File: src/rtl/ram_arb_pkg.sv
// Shared types and default widths for the single-port RAM arbiter.
package ram_arb_pkg;

    localparam int RAM_ADDR_W = 8;
    localparam int RAM_DATA_W = 8;

    typedef enum logic {
        ST_CLEAR,
        ST_RUN
    } state_t;

    typedef enum logic {
        REQ_A,
        REQ_B
    } req_id_t;

endpackage

File: src/rtl/ram_arb_rr2.sv
// Two-way round-robin grant: a lone request wins outright, a tie goes to the
// requester that was not granted last. Grant is one-hot or zero.
module ram_arb_rr2
    import ram_arb_pkg::*;
(
    input  logic [1:0] valid,
    input  req_id_t    last_grant,
    output logic [1:0] grant
);

    always_comb begin
        // NOTE: every always_comb output gets a default first so no latch is inferred.
        grant = valid;
        if (valid == 2'b11) begin
            grant = (last_grant == REQ_A) ? 2'b10 : 2'b01;
        end
    end

endmodule

File: src/rtl/ram_sp_arbiter.sv
// Shares one single-port RAM between requesters A and B with round-robin issue
// and a 2-cycle pipelined read response. Optional power-up clear: RAM_ARB_CLEAR_EN.
module ram_sp_arbiter
    import ram_arb_pkg::*;
#(
    parameter int ADDR_W = RAM_ADDR_W,
    parameter int DATA_W = RAM_DATA_W
`ifdef RAM_ARB_CLEAR_EN
    ,
    parameter logic [DATA_W-1:0] CLEAR_VAL = '0
`endif
) (
    input  logic              clk,
    input  logic              reset,

    input  logic              a_req_valid,
    output logic              a_req_ready,
    input  logic              a_req_we,
    input  logic [ADDR_W-1:0] a_req_addr,
    input  logic [DATA_W-1:0] a_req_wdata,
    output logic              a_rsp_valid,
    output logic [DATA_W-1:0] a_rsp_rdata,

    input  logic              b_req_valid,
    output logic              b_req_ready,
    input  logic              b_req_we,
    input  logic [ADDR_W-1:0] b_req_addr,
    input  logic [DATA_W-1:0] b_req_wdata,
    output logic              b_rsp_valid,
    output logic [DATA_W-1:0] b_rsp_rdata,

    output logic              busy,

    output logic              ram_ce,
    output logic              ram_oce,
    output logic              ram_wre,
    output logic [ADDR_W-1:0] ram_ad,
    output logic [DATA_W-1:0] ram_din,
    input  logic [DATA_W-1:0] ram_dout
);

    logic [1:0] req_valid;
    logic [1:0] grant;
    req_id_t    last_grant;
    state_t     state;
    logic       run;
    logic       xfer;
    logic       sel_b;
    logic       req_we;
    logic       rsp_p1_valid;
    req_id_t    rsp_p1_id;
`ifdef RAM_ARB_CLEAR_EN
    logic [ADDR_W-1:0] clr_addr;
`endif

    // Requests are only honoured in RUN and never while reset is held.
    assign run       = !reset && (state == ST_RUN);
    assign req_valid = {b_req_valid, a_req_valid};

    ram_arb_rr2 u_rr2 (
        .valid      (req_valid),
        .last_grant (last_grant),
        .grant      (grant)
    );

    assign a_req_ready = run && grant[0];
    assign b_req_ready = run && grant[1];
    assign xfer        = a_req_ready || b_req_ready;
    assign sel_b       = grant[1];
    assign req_we      = sel_b ? b_req_we : a_req_we;
    assign ram_oce     = 1'b1;

`ifdef RAM_ARB_CLEAR_EN
    assign busy = !reset && (state == ST_CLEAR);
`else
    assign busy = 1'b0;
`endif

    // Same-cycle issue: the accepted request goes straight onto the RAM pins.
    always_comb begin
        ram_ce  = 1'b0;
        ram_wre = 1'b0;
        ram_ad  = '0;
        ram_din = '0;
        if (xfer) begin
            ram_ce  = 1'b1;
            ram_wre = req_we;
            ram_ad  = sel_b ? b_req_addr  : a_req_addr;
            ram_din = sel_b ? b_req_wdata : a_req_wdata;
        end
`ifdef RAM_ARB_CLEAR_EN
        else if (busy) begin
            ram_ce  = 1'b1;
            ram_wre = 1'b1;
            ram_ad  = clr_addr;
            ram_din = CLEAR_VAL;
        end
`endif
    end

    always_ff @(posedge clk) begin
        if (reset) begin
            // NOTE: sequential state uses non-blocking assignments only.
`ifdef RAM_ARB_CLEAR_EN
            state    <= ST_CLEAR;
            clr_addr <= '0;
`else
            state    <= ST_RUN;
`endif
            last_grant   <= REQ_B;
            rsp_p1_valid <= 1'b0;
            rsp_p1_id    <= REQ_A;
            a_rsp_valid  <= 1'b0;
            b_rsp_valid  <= 1'b0;
            a_rsp_rdata  <= '0;
            b_rsp_rdata  <= '0;
        end else begin
`ifdef RAM_ARB_CLEAR_EN
            if (state == ST_CLEAR) begin
                clr_addr <= clr_addr + 1'b1;
                if (clr_addr == '1) begin
                    state <= ST_RUN;
                end
            end
`else
            state <= ST_RUN;
`endif
            if (xfer) begin
                last_grant <= sel_b ? REQ_B : REQ_A;
            end

            // Stage 1 tracks the read the RAM is answering this cycle; stage 2
            // is the registered response itself.
            rsp_p1_valid <= xfer && !req_we;
            rsp_p1_id    <= sel_b ? REQ_B : REQ_A;
            a_rsp_valid  <= rsp_p1_valid && (rsp_p1_id == REQ_A);
            b_rsp_valid  <= rsp_p1_valid && (rsp_p1_id == REQ_B);
            if (rsp_p1_valid && (rsp_p1_id == REQ_A)) begin
                a_rsp_rdata <= ram_dout;
            end
            if (rsp_p1_valid && (rsp_p1_id == REQ_B)) begin
                b_rsp_rdata <= ram_dout;
            end
        end
    end

endmodule

File: config.mk
export PLATFORM = sky130hd
export DESIGN_NAME = ram_sp_arbiter
export DESIGN_NICKNAME = d
export VERILOG_FILES = /design/src/rtl/ram_arb_pkg.sv /design/src/rtl/ram_arb_rr2.sv /design/src/rtl/ram_sp_arbiter.sv
export SDC_FILE = /design/constraint.sdc
export NUM_CORES = 1
export LEC_CHECK = 0
export ABC_AREA = 1
export CAP_MARGIN = 20
export CORE_MARGIN = 2
export CORE_UTILIZATION = 32
export CTS_CLUSTER_DIAMETER = 50
export DETAILED_ROUTE_END_ITERATION = 6
export PLACE_DENSITY = 0.77
export SYNTH_ARGS = -nofsm -noshare
export SYNTH_HDL_FRONTEND = slang
export SYNTH_HIERARCHICAL = 1
export SYNTH_SLANG_ARGS = --single-unit
File: constraint.sdc
create_clock -name clk -period 1.3 [get_ports clk]
set_clock_uncertainty 0.15 [all_clocks]
set_input_delay 0.13 -clock clk [delete_from_list [all_inputs] [get_ports clk]]
set_output_delay 0.13 -clock clk [all_outputs]
set_load 0.01 [all_outputs]
==> results.py <==
metrics = {
    "die": {
        "die_width_um": 66.72,
        "coreArea_sq_um": 3716,
        "fp.dieH_um": 66.72,
        "io_pins": 86,
        "start_util_pct": 33.87,
        "rows": 22,
        "fp.dieArea_sq_um": 4451,
    },
    "global_route": {
        "grt_overflow_total": 0,
        "first_global_vias": 1410,
        "grt_pass1_wl_um": 5823,
        "grt_max_degree": 15,
        "groute.usage.overall_pct": 17.08,
        "antenna_found_initial": 0,
    },
    "place": {
        "hpwl_um": 2863,
        "post_dp_cell_area_sq_um": 2192,
        "gp_congestion": 0.7061,
        "place_inst": 340,
        "numPortBuffers": 83,
    },
    "pwr": {
        "comb_power_share_pct": 36.5,
        "power_density_nw_per_um2": 767.6,
        "p_seq_share_pct": 38.8,
        "ir_worst_vdd_v": 0.0003765,
        "total_power_mw": 1.791,
        "p_int_mw": 1.242,
        "p_switching_uw": 549.2,
        "p_sw_share_pct": 30.66,
        "p_leak_nw": 1.246,
        "clkPwrFrac_pct": 24.7,
    },
    "yosys": {
        "yosys_warnings": 6,
        "synth_cell_types": 20,
        "postSynthCellCount": 205,
        "seq_area_frac_synth_pct": 33.40,
        "syn_area_sq_um": 1259,
        "syn_area_per_cell_sq_um": 6.140,
        "synth_fp_nets": 251,
        "synth_seq_cells": 21,
    },
    "flow_run": {
        "drv_cap": 0,
    },
    "sta": {
        "setup_slack_ns": -0.4229,
        "grt_setup_unrepaired": "yes",
        "fin_crit_sh_pct": 132.5,
        "setup_viol": 21,
        "whs_ns": 0.3138,
        "slew_violations": 0,
        "hold_viol": 0,
        "setup_tns_ns": -7.816,
        "period_needed_ns": 1.723,
        "fmax_mhz": 580.4,
    },
    "clock_network": {
        "htreeDepth": 1,
        "clkSinkCount": 21,
        "clk_pin_slew_ns": 0.08,
        "root_buffer": "clkbuf_8",
        "clkLatencyLatePin_ns": 0.27,
        "numCtsBuffers": 3,
        "clockBufferDepth": 2,
        "cts_hold_buf": 0,
        "cts_tree": "done",
    },
    "worst_hold_path": {
        "min-delay-start": "b_rsp_rdata[3]$_SDFFE_PP0P_",
        "hold_path.class": "flip-flop to flip-flop",
    },
    "finish": {
        "final_cells": 348,
        "antenna_cells": 0,
        "layout-drive-gt1-share_pct": 29.00,
        "nNetsFinal": 347,
        "areaGrowthSynthToFinish_pct": 85.39,
        "fillers": 363,
        "fin_area_sq_um": 2333,
    },
    "critical_path": {
        "ff2ff_setup_slack_ns": -0.02,
        "r2r_cells": 8,
        "worstPathCellList": "a21oi_4, buf_4, nand2_8, buf_4, inv_1, clkdlybuf4s15_2",
        "worstPathMaxFanout": 4,
        "critPathKind": "flip-flop to output port",
        "r2r-end": "rsp_p1_valid$_SDFF_PP0_",
        "cp-endpoint": "b_req_ready",
        "crit_path_top_delay_cell": "dfxtp_2",
        "crit_buf_inv": 4,
        "critical_path.top_delay_family": "buffers and inverters",
        "startpoint": "last_grant$_SDFFE_PP1P_",
        "reg2reg_from": "last_grant$_SDFFE_PP1P_",
        "crit_top_cell": "buf_4",
        "worst_setup_path_start_kind": "flip-flop",
        "endpoint_kind": "output port",
        "max_stage_delay_ns": 0.35,
        "cp.depth": 6,
        "required_ns": 1.02,
        "cp.arrival_ns": 1.44,
    },
    "drt": {
        "drt_iter0_drc": 74,
        "ant_nets": 0,
        "routed_via_density": 4.287,
        "drc": 0,
        "wire_per_inst_um": 10.60,
        "drt_pre_antenna_iters": 5,
        "vias": 1492,
        "finalWirelength_um": 3690,
    },
    "status": {
        "violations": "setup timing",
        "status": "finished, violations left",
    },
}
[per-layer routing]
layer,track usage (%),vias to the layer above,part of all wire (%)
li1,-,795,-
met1,17.08,634,37
met2,34.00,58,54
met3,3.547,5,6.9
met4,6.122,0,1.4
met5,0,-,0
[how the worst min path moves through the flow]
stage / to / depth (start not counted)
6_report: b_rsp_rdata[3]$_SDFFE_PP0P_ / 2
5_1_grt: b_rsp_rdata[4]$_SDFFE_PP0P_ / 2
4_1_cts: b_rsp_rdata[3]$_SDFFE_PP0P_ / 2
3_5_place_dp: b_rsp_rdata[3]$_SDFFE_PP0P_ / 2
3_3_place_gp: b_rsp_rdata[4]$_SDFFE_PP0P_ / 2
2_1_floorplan: b_rsp_rdata[0]$_SDFFE_PP0P_ / 2
[state kept, by name (all words and copies together) (netlist names)]
name	flops
rsp_p1_id	1
a_rsp_rdata	8
rsp_p1_valid	1
last_grant	1
b_rsp_rdata	8
b_rsp_valid	1
a_rsp_valid	1
[area by class of cell]
| type | instances | area (sq um) | share of cell area (%) |
|---|---|---|---|
| well taps | 48 | 60.06 | 2.574 |
| clock buffers | 3 | 41.29 | 1.769 |
| inverters | 33 | 126.4 | 5.416 |
| repair buffers | 100 | 937.1 | 40.16 |
| multi-input cells | 142 | 739.5 | 31.69 |
| clock inverters | 1 | 7.507 | 0.3217 |
| flip-flops and latches | 21 | 421.7 | 18.07 |
[what timing repair did]
item	4_1_cts	5_1_grt
buffers inserted	3	0
endpoints found under the setup margin	39	21
resized for setup	135	6
cloned	1	1
pin swaps	19	4
[cell usage in the layout, fill, tap and decap left out, drive strengths merged]
cell,instances
inv,33
buf,36
a21oi,10
nor3,1
nand2,91
dlygate4sd2,20
clkdlybuf4s15,1
nand3,17
o211ai,1
dfxtp,21
clkdlybuf4s50,43
conb,2
o21ai,1
clkinvlp,1
nor2,19
clkbuf,3
[worst min-delay path: stages (launching register included)]
cell	delay [ns]
dfxtp_1	0.31
nand2_1	0.06
a21oi_1	0.05
[Yosys cell counts, drive strengths merged]
library cell | number | area, sq um
o21ai | 1 | 5.000
a21oi | 10 | 50.05
nor2 | 19 | 78.82
dfxtp | 21 | 420.4
nor3 | 1 | 5.000
conb | 2 | 7.510
nand2 | 89 | 385.4
nand3 | 17 | 85.08
clkbuf | 1 | 3.750
o211ai | 1 | 7.510
inv | 33 | 123.9
buf | 10 | 86.33
[power by group through the flow]
stage	logic [mW]	registers, mW	clock network (mW)
2_1_floorplan	0.279	0.716	0
3_3_place_gp	0.608	0.709	0
3_5_place_dp	0.613	0.711	0
4_1_cts	0.635	0.695	0.452
5_1_grt	0.720	0.699	0.472
6_report	0.654	0.696	0.442
[through the flow]
step           utilization (%)  setup slack (ns)
3_5_place_dp             58.99           -0.8375
6_report                 62.79           -0.4229
4_1_cts                  61.45           -0.4265
5_1_grt                  62.79           -0.4881
3_3_place_gp             58.99           -0.8146
2_1_floorplan                -           0.01089
[cells by family after synthesis]
family / count (synthesis) / synth area share (%)
flops: 21 / 33.40
other cells: 2 / 0.5966
simple gates: 126 / 44.03
buf+inv: 44 / 17.00
compound gates: 12 / 4.970
(Power assumes the default switching activity.)
